**config.mk**
```make
export PLATFORM = sky130hd
export DESIGN_NAME = return_stream_flat
export DESIGN_NICKNAME = d
export VERILOG_FILES = /design/src/rtl/return_stream_if.sv /design/src/rtl/return_stream.sv /design/src/flat_wrapper.sv
export SDC_FILE = /design/constraint.sdc
export NUM_CORES = 1
export LEC_CHECK = 0
export BUFFER_PORTS_ARGS = -buffer_cell sky130_fd_sc_hd__buf_2
export CAP_MARGIN = 20
export CORE_MARGIN = 3
export CORE_UTILIZATION = 40
export CTS_BUF_LIST = sky130_fd_sc_hd__clkbuf_4 sky130_fd_sc_hd__clkbuf_8
export CTS_CLUSTER_DIAMETER = 120
export DETAILED_ROUTE_END_ITERATION = 6
export PLACE_DENSITY_LB_ADDON = 0.3
export REMOVE_ABC_BUFFERS = 1
export SYNTH_ARGS = -nofsm -noshare
export SYNTH_HDL_FRONTEND = slang
export SYNTH_SLANG_ARGS = --single-unit
```
**constraint.sdc**
```tcl
create_clock -name clk -period 2.9 [get_ports clk]
set_input_delay 0.145 -clock clk [delete_from_list [all_inputs] [get_ports clk]]
set_output_delay 0.145 -clock clk [all_outputs]
set_load 0.01 [all_outputs]
```
**src/rtl/return_stream_if.sv**
```systemverilog
// PS-facing register bundle and BRAM read port of the return_stream block,
// seen as master (PS/BRAM side) or slave (return_stream side).
interface return_stream_if #(
    parameter int ADDR_WIDTH = 12
);
    logic [31:0]           slv_reg0;
    logic [31:0]           slv_reg1;
    logic [31:0]           slv_reg2;
    logic [31:0]           slv_reg3;
    logic [ADDR_WIDTH-1:0] addra;
    logic                  douta;

    modport master (
        output slv_reg0, slv_reg1, douta,
        input  slv_reg2, slv_reg3, addra
    );

    modport slave (
        input  slv_reg0, slv_reg1, douta,
        output slv_reg2, slv_reg3, addra
    );
endinterface

```
**src/rtl/return_stream.sv**
```systemverilog
// Reads a 1-bit BRAM bitmap over [begin..end], packs DATA_W bits per word and hands
// each word to the PS via om_work/im_work. Define RETURN_MSB_FIRST_EN for MSB-first packing.
//
// state   | meaning
// --------+-----------------------------------------------------------
// IDLE    | after reset / soft clear, waiting for a start edge
// READ    | address on addra, waiting READ_LAT cycles for the BRAM
// WAIT    | BRAM data valid, shift it into the word
// PACK    | decide: present the word or fetch the next bit
// PRESENT | om_work=1, word on slv_reg2, waiting for im_work=1
// ACKLOW  | om_work=0, waiting for im_work=0
// DONE    | window finished (or range error), outputs held
module return_stream #(
    parameter int ADDR_WIDTH = 12,
    parameter int DATA_W     = 8,
    parameter int READ_LAT   = 1
) (
    input  logic           clk,
    input  logic           rst,
    return_stream_if.slave bus
);

    typedef enum logic [2:0] {
        S_IDLE, S_READ, S_WAIT, S_PACK, S_PRESENT, S_ACKLOW, S_DONE
    } state_t;

    localparam logic [1:0] LAT_LOAD = 2'(READ_LAT - 1);

    state_t                state, state_n;
    logic [ADDR_WIDTH-1:0] addr, addr_n;
    logic [ADDR_WIDTH-1:0] win_begin, win_begin_n;
    logic [ADDR_WIDTH-1:0] win_end, win_end_n;
    logic [DATA_W-1:0]     data, data_n, data_ins;
    logic [5:0]            count, count_n;
    logic [1:0]            lat, lat_n;
    logic                  om_work, om_work_n;
    logic                  om_start, om_start_n;
    logic                  done, done_n;
    logic                  error, error_n;
    logic                  start_q;

    logic                  im_work, im_start, soft_clr, start_edge;
    logic [ADDR_WIDTH-1:0] cfg_begin, cfg_end;
    logic                  unused_bits;

    assign im_work     = bus.slv_reg0[0];
    assign im_start    = bus.slv_reg0[1];
    assign soft_clr    = bus.slv_reg0[4];
    assign cfg_begin   = bus.slv_reg1[ADDR_WIDTH-1:0];
    assign cfg_end     = bus.slv_reg1[16+ADDR_WIDTH-1:16];
    assign start_edge  = im_start & ~start_q;
    assign unused_bits = ^{bus.slv_reg0[31:5], bus.slv_reg0[3:2], bus.slv_reg1};

`ifdef RETURN_MSB_FIRST_EN
    assign data_ins = (data << 1) | DATA_W'(bus.douta);
`else
    assign data_ins = data | (DATA_W'(bus.douta) << count);
`endif

    always_ff @(posedge clk or posedge rst) begin
        if (rst) begin
            start_q <= 1'b0;
        end else begin
            start_q <= im_start;
        end
    end

    always_ff @(posedge clk or posedge rst) begin
        if (rst) begin
            state     <= S_IDLE;
            addr      <= '0;
            win_begin <= '0;
            win_end   <= '0;
            data      <= '0;
            count     <= '0;
            lat       <= '0;
            om_work   <= 1'b0;
            om_start  <= 1'b0;
            done      <= 1'b0;
            error     <= 1'b0;
        end else begin
            state     <= state_n;
            addr      <= addr_n;
            win_begin <= win_begin_n;
            win_end   <= win_end_n;
            data      <= data_n;
            count     <= count_n;
            lat       <= lat_n;
            om_work   <= om_work_n;
            om_start  <= om_start_n;
            done      <= done_n;
            error     <= error_n;
        end
    end

    always_comb begin
        state_n     = state;
        addr_n      = addr;
        win_begin_n = win_begin;
        win_end_n   = win_end;
        data_n      = data;
        count_n     = count;
        lat_n       = lat;
        om_work_n   = om_work;
        om_start_n  = om_start;
        done_n      = done;
        error_n     = error;

        case (state)
            S_IDLE, S_DONE: begin
                if (start_edge) begin
                    win_begin_n = cfg_begin;
                    win_end_n   = cfg_end;
                    done_n      = 1'b0;
                    error_n     = 1'b0;
                    data_n      = '0;
                    count_n     = '0;
                    if (cfg_begin > cfg_end) begin
                        error_n = 1'b1;
                        done_n  = 1'b1;
                        state_n = S_DONE;
                    end else begin
                        om_start_n = 1'b1;
                        addr_n     = cfg_begin;
                        lat_n      = LAT_LOAD;
                        state_n    = S_READ;
                    end
                end
            end
            S_READ: begin
                if (lat == 2'd0) begin
                    state_n = S_WAIT;
                end else begin
                    lat_n = lat - 2'd1;
                end
            end
            S_WAIT: begin
                data_n  = data_ins;
                count_n = count + 6'd1;
                state_n = S_PACK;
            end
            S_PACK: begin
                if (addr == win_end || count == 6'(DATA_W)) begin
                    om_work_n = 1'b1;
                    state_n   = S_PRESENT;
                end else begin
                    addr_n  = addr + 1'b1;
                    lat_n   = LAT_LOAD;
                    state_n = S_READ;
                end
            end
            S_PRESENT: begin
                // om_work is registered, so an early ack still leaves one valid cycle
                if (im_work) begin
                    om_work_n = 1'b0;
                    state_n   = S_ACKLOW;
                end
            end
            S_ACKLOW: begin
                if (!im_work) begin
                    if (addr == win_end) begin
                        om_start_n = 1'b0;
                        done_n     = 1'b1;
                        state_n    = S_DONE;
                    end else begin
                        data_n  = '0;
                        count_n = '0;
                        addr_n  = addr + 1'b1;
                        lat_n   = LAT_LOAD;
                        state_n = S_READ;
                    end
                end
            end
            default: state_n = S_IDLE;
        endcase

        if (soft_clr) begin
            state_n     = S_IDLE;
            addr_n      = '0;
            win_begin_n = '0;
            win_end_n   = '0;
            data_n      = '0;
            count_n     = '0;
            lat_n       = '0;
            om_work_n   = 1'b0;
            om_start_n  = 1'b0;
            done_n      = 1'b0;
            error_n     = 1'b0;
        end
    end

    assign bus.addra    = addr;
    assign bus.slv_reg2 = 32'(data);
    assign bus.slv_reg3 = {18'b0, count, 4'b0, error, done, om_start, om_work};

endmodule

```
**src/flat_wrapper.sv**
```systemverilog
// flat-port wrapper written by rule: the top's interface ports become plain ports
module return_stream_flat 
#(
    parameter int ADDR_WIDTH = 12,
    parameter int DATA_W     = 8,
    parameter int READ_LAT   = 1
)
  (clk, rst, bus_slv_reg0, bus_slv_reg1, bus_douta, bus_slv_reg2, bus_slv_reg3, bus_addra);
  return_stream_if #(.ADDR_WIDTH(ADDR_WIDTH)) bus_i ();
  input  logic clk;
  input  logic rst;
  input wire logic [$bits(bus_i.slv_reg0)-1:0] bus_slv_reg0;
  input wire logic [$bits(bus_i.slv_reg1)-1:0] bus_slv_reg1;
  input wire logic [$bits(bus_i.douta)-1:0] bus_douta;
  output wire logic [$bits(bus_i.slv_reg2)-1:0] bus_slv_reg2;
  output wire logic [$bits(bus_i.slv_reg3)-1:0] bus_slv_reg3;
  output wire logic [$bits(bus_i.addra)-1:0] bus_addra;
  assign bus_i.slv_reg0 = bus_slv_reg0;
  assign bus_i.slv_reg1 = bus_slv_reg1;
  assign bus_i.douta = bus_douta;
  assign bus_slv_reg2 = bus_i.slv_reg2;
  assign bus_slv_reg3 = bus_i.slv_reg3;
  assign bus_addra = bus_i.addra;
  return_stream #(.ADDR_WIDTH(ADDR_WIDTH), .DATA_W(DATA_W), .READ_LAT(READ_LAT)) u_core (.clk(clk), .rst(rst), .bus(bus_i));
endmodule
```
# == Yosys cells after proc, flatten, opt, wreduce, memory -nomap -nowiden ==
# Index checks and enable logic that the tools add are counted.
# word_totals
register_bits,48
in_bits,67
out_inout_bits,76
word_cells,111
# op_classes
n_addsub,3
magnitude_cmp,1
eq_ne,18
n_shift,1
n_mux,55
n_bitwise,3
n_reduce_logical,19
# ops
op,n
12-bit 2-to-1 mux,9
12-bit one-hot mux with 3 select lines,1
8-bit 2-to-1 mux,4
3-bit 2-to-1 mux,8
6-bit 2-to-1 mux,4
8-bit one-hot mux with 3 select lines,1
"3-bit != test, second input constant",6
3-bit one-hot mux with 6 select lines,1
6-bit one-hot mux with 3 select lines,1
1-bit 2-to-1 mux,15
2-bit 2-to-1 mux,7
"12-bit by 1-bit adder with 12-bit output, second input constant",1
12-bit equality test,1
12-bit > comparator,1
"3-bit by 2-bit != test with 1-bit output, second input constant",4
4-bit AND reduction,3
"3-bit equality test, second input constant",3
8-bit bitwise OR,1
2-bit one-hot mux with 4 select lines,1
4-bit nonzero test,2
1-bit by 6-bit << shifter with 8-bit output,1
7-bit AND reduction,1
"6-bit by 1-bit adder with 6-bit output, second input constant",1
"3-bit by 2-bit equality test with 1-bit output, second input constant",2
other kinds (17),21

# == Longest topological paths before layout ==
# logic_depth
word_depth,5
mapped_depth,10
depth_no_buf,9

# == Worst setup path before layout ==
# No wires, ideal clock.
# synth_path
path_kind,input port to flip-flop
start,in bus_slv_reg1[17]
end,"reg u_core.addr[11], in the netlist u_core.bus.addra[11]"
setup_ns,0.125
arrival_ns,2.077
required_time_ns,2.775
path_slack_ns,0.698
cell_stages,10
path_buffers,1
cell_sequence,inv_1 ha_1 nor2b_1 o211ai_1 a211oi_1 o41a_4 a31oi_4 o311ai_2 buf_6 mux2_4
# synth_between
elab_chain_cells,3
# synth_lines
element,line,text
"start, declared",flat_wrapper.sv:13,input wire logic [$bits(bus_i.slv_reg1)-1:0] bus_slv_reg1;
12-bit > comparator,return_stream.sv:118,if (cfg_begin > cfg_end) begin
3-bit != test (no source line),--,
6-bit AND reduction (no source line),--,
"end signal, assigned",return_stream.sv:83,addr <= addr_n;
"end, declared",return_stream.sv:30,"logic [ADDR_WIDTH-1:0] addr, addr_n;"
# Every way passes these cells.
# A chain may end at the register's enable or synchronous reset.

# == Final worst setup path ==
# layout_path
start,"reg u_core.addr[5], in the netlist u_core.bus.addra[5]"
end,"reg u_core.addr[0], in the netlist u_core.bus.addra[0]"
# layout_between
elab_chain_cells,4
elab_cells_between_ends,5
cone_classes,eq/ne: 3; reduce/logical: 2
# layout_lines
element,line,text
12-bit equality test *,"return_stream.sv:143, return_stream.sv:161",
1-bit logical OR,return_stream.sv:143,if (addr == win_end || count == 6'(DATA_W)) begin
3-bit != test (no source line),--,
6-bit AND reduction (no source line) *,--,
# Every way passes the cells marked *; elsewhere a longest branch is shown, timed or not.

==> run_results.csv <==
group,metric,value,unit
status,status,"finished, final reports clean",
die,row_count,33,
critical_path,worstPathRequired,3.10,ns
critical_path,r2r-start,"u_core.bus.addra[5]",
sta,max_freq,393,MHz
cells_and_area,fin_cells,540,
synthesis,yosysTopAreaCellShare,0.350,
worst_hold_path,min_path_type,"in -> reg",
critical_path,crit_buf_inv,1,
sta,skew,0.00716,ns
critical_path,crit_path_end_kind,"register",
sta,period_needed,2.54,ns
critical_path,r2r_end,"u_core.bus.addra[0]",
synthesis,synthTopCellsByArea,"dfrtp_1, buf_4, ha_1, nor2_1, xor2_1",
grt,track_usage,0.157,
cells_and_area,fillers,811,
cts,clockBufferDepth,2,
sta,post-route-period-util,0.876,
drt,wl_per_cell,14.3,um
cts,cts_made_buffers,5,
power_and_ir_drop,pwr-share-comb,0.459,
drt,ant_nets,0,
power_and_ir_drop,share_seq_of_total_power,0.366,
critical_path,cp_top_family,"simple AND/OR/NAND/NOR gates",
die,die_x,98.7,um
power_and_ir_drop,ir_drop,0.000328,V
critical_path,path_max_fanout,12,
sta,drv_slew,0,
drt,wl,7740,um
drt,drcViolationCount,0,
placed_design,place_inst,529,
drt,drt-initial-drc-count,127,
placed_design,dp_slack,0.359,ns
cts,cts_hold_buffers,1,
cts,ctsHtreeMaxLevel,2,
power_and_ir_drop,p_total,2800,uW
sta,setup_tns,0,ns
die,ios,143,
die,start_util,0.416,
cts,path_clk_slew,0.09,ns
critical_path,r2r_cells,8,
cts,cts_tree,"done",
die,dieArea,9730,um2
cts,cts_setup_buffers,0,
cells_and_area,syn2layout_area_growth,10.9,%
sta,setup-violations-final,0,
sta,final_hold_viol_count,0,
power_and_ir_drop,internal-power,1660,uW
cells_and_area,antenna_cells,0,
sta,setup_ws,0.358,ns
critical_path,arrival,2.74,ns
synthesis,synthDistinctLibCells,49,
cts,clkLatencyLatePin,0.30,ns
power_and_ir_drop,swShare,0.406,
drt,via_count,2664,
sta,worstMarginPinSlew,0.661,ns
cells_and_area,fin_nets,517,
critical_path,critPathKind,"reg -> reg",
cts,cts_resized,0,
die,die_y,98.7,um
placed_design,port-buffer-count,59,
cts,numClockSinks,48,
critical_path,cp-start-kind,"register",
placed_design,gp_congestion,0.878,
power_and_ir_drop,pwr_density_cell,736,nW/um2
die,coreArea,8260,um2
grt,grt_start_max_net_pins,49,
synthesis,synthesis.instances,374,
power_and_ir_drop,leakagePower,0.00196,uW
synthesis,yosysSeqAreaShare,0.350,
drt,via_per_inst,4.93,
power_and_ir_drop,p_sw,1140,uW
drt,drtPass1Iterations,4,
critical_path,r2r_setup_slack,0.36,ns
critical_path,path_cells,"xor2_1 > nor4_1 > nand3_1 > a21oi_1 > o211ai_1 > o311ai_2 > buf_4 > mux2_2",
grt,grt.overflow.total,0,
grt,grt_antenna_before_repair,0,
synthesis,syn-mean-instance-area,9.18,um2
grt,grt_pass1_vias,2558,
synthesis,synth.largest_area_cell,"dfrtp_1",
worst_hold_path,hold_depth,3,
power_and_ir_drop,p_clk_frac,0.175,
placed_design,place.detailed.hpwl,5890,um
critical_path,cpPeakStageDelay,0.47,ns
synthesis,ys_ff_latch,48,
worst_hold_path,holdPathEnd,"u_core.win_end[5]",
worst_hold_path,min-delay-start,"bus_slv_reg1[21]",
sta,rsz0062_at_grt,"false",
run,drv_cap,0,
synthesis,yosysWarnings,0,
critical_path,critPathSlowestCell,"dfrtp_1",
cts,cts_root_buf,"clkbuf_8",
grt,grt_pass1_wl,12600,um
sta,relSlewSlack,0.556,
synthesis,synth_area,3430,um2
critical_path,critPathLaunch,"u_core.bus.addra[5]",
cells_and_area,drive_above_1_share,0.228,
-- Yosys cell counts, drive strengths merged --
| cell | instances |
|---|---|
| a211oi | 13 |
| a21boi | 2 |
| a21o | 1 |
| a21oi | 15 |
| a221o | 1 |
| a22o | 2 |
| a22oi | 1 |
| a311oi | 1 |
| a31o | 1 |
| a31oi | 6 |
| a32oi | 1 |
| and3 | 7 |
| and4 | 1 |
| buf | 53 |
| clkbuf | 7 |
| conb | 1 |
| dfrtp | 48 |
| ha | 16 |
| inv | 21 |
| maj3 | 1 |
| mux2 | 15 |
| mux2i | 14 |
| nand2 | 16 |
| nand2b | 4 |
| nand3 | 10 |
| nand3b | 1 |
| nand4 | 6 |
| nand4b | 2 |
| nor2 | 50 |
| nor2b | 4 |
| nor3 | 5 |
| nor3b | 1 |
| nor4 | 3 |
| o211ai | 2 |
| o21ai | 14 |
| o22ai | 1 |
| o311ai | 1 |
| o41a | 1 |
| or2 | 1 |
| or3 | 2 |
| xnor2 | 3 |
| xor2 | 19 |
-- stage by stage --
stage | instance area (um2) | util | hold slack, ns
6_report | 3810 | 0.461 | 0.109
5_1_grt | 3810 | 0.461 | 0.109
4_1_cts | 3780 | 0.457 | 0.0951
3_5_place_dp | 3660 | 0.443 | 0.275
3_3_place_gp | 3660 | 0.443 | 0.271
2_1_floorplan | 3180 | - | 0.176
-- layout by cell type, fill, tap and decap left out, drive strengths merged, types with 3 or more instances in the layout --
cell	Yosys	routed
a31oi	6	6
o21ai	14	14
mux2	15	15
clkbuf	7	5
nor3	5	5
dfrtp	48	48
nor2	50	50
nor2b	4	4
a211oi	13	13
a21oi	15	15
nand4	6	6
nand2b	4	4
inv	21	21
xnor2	3	3
nor4	3	3
ha	16	16
xor2	19	19
conb	1	46
nand3	10	10
mux2i	14	14
buf	53	66
nand2	16	16
and3	7	7
-- worst register-to-register path, cell delays in order, from the launching register on --
cell and delay [ns]:
dfrtp_1 0.47, xor2_1 0.20, nor4_1 0.46, nand3_1 0.22, a21oi_1 0.18, o211ai_1 0.14, o311ai_2 0.10, buf_4 0.30
mux2_2 0.37
-- worst max path at each step --
| stage | end | slack, ns | depth (start not counted) |
|---|---|---|---|
| 2_1_floorplan | u_core.bus.addra[11] | 0.23 | 4 |
| 3_3_place_gp | u_core.bus.addra[10] | 0.39 | 8 |
| 3_5_place_dp | u_core.bus.addra[0] | 0.36 | 8 |
| 4_1_cts | u_core.bus.addra[10] | 0.34 | 8 |
| 5_1_grt | u_core.bus.addra[0] | 0.14 | 8 |
| 6_report | u_core.bus.addra[0] | 0.36 | 8 |
-- power groups by stage --
stage | clock network, uW | logic [uW] | registers (uW)
floorplan | 0 | 886 | 1030
global placement | 0 | 1260 | 1030
detailed placement | 0 | 1290 | 1030
CTS | 511 | 1290 | 1020
global route | 534 | 1430 | 1060
finish | 490 | 1290 | 1030
-- cell families (layout without fill, tap and decap cells) --
logic type | Yosys count | after routing | share of synthesized area
compound gates | 63 | 63 | 0.128
xor+xnor | 22 | 22 | 0.0561
fa+ha+maj | 17 | 17 | 0.0612
buf+inv | 81 | 97 | 0.146
flops | 48 | 48 | 0.350
mux | 29 | 29 | 0.101
other cells | 1 | 46 | 0.00109
simple gates | 113 | 113 | 0.157
-- routing by layer --
layer  track usage  vias to the layer above  wire, um
li1              -                     1323         -
met1         0.223                     1263      3740
met2         0.247                       67      3560
met3        0.0269                       11       304
met4        0.0473                        0       132
met5             0                        -         0
-- registers in the layout, summed over array words and instances, names as in the netlist --
signal	flops
u_core.done	1
u_core.om_work	1
u_core.state	3
u_core.lat	2
u_core.om_start	1
u_core.start_q	1
u_core.data	8
u_core.bus.addra	12
u_core.count	6
u_core.win_end	12
u_core.error	1
-- cell type report --
type / count / area, um2 / area share
Clock inverter: 3 / 42.5 / 0.0112
Sequential cell: 48 / 1200 / 0.315
Timing Repair Buffer: 68 / 380 / 0.0999
Tap cell: 105 / 131 / 0.0345
Inverter: 21 / 78.8 / 0.0207
Clock buffer: 5 / 68.8 / 0.0181
Multi-Input combinational cell: 290 / 1900 / 0.500
No activity file was read; power rests on OpenSTA's default activity.
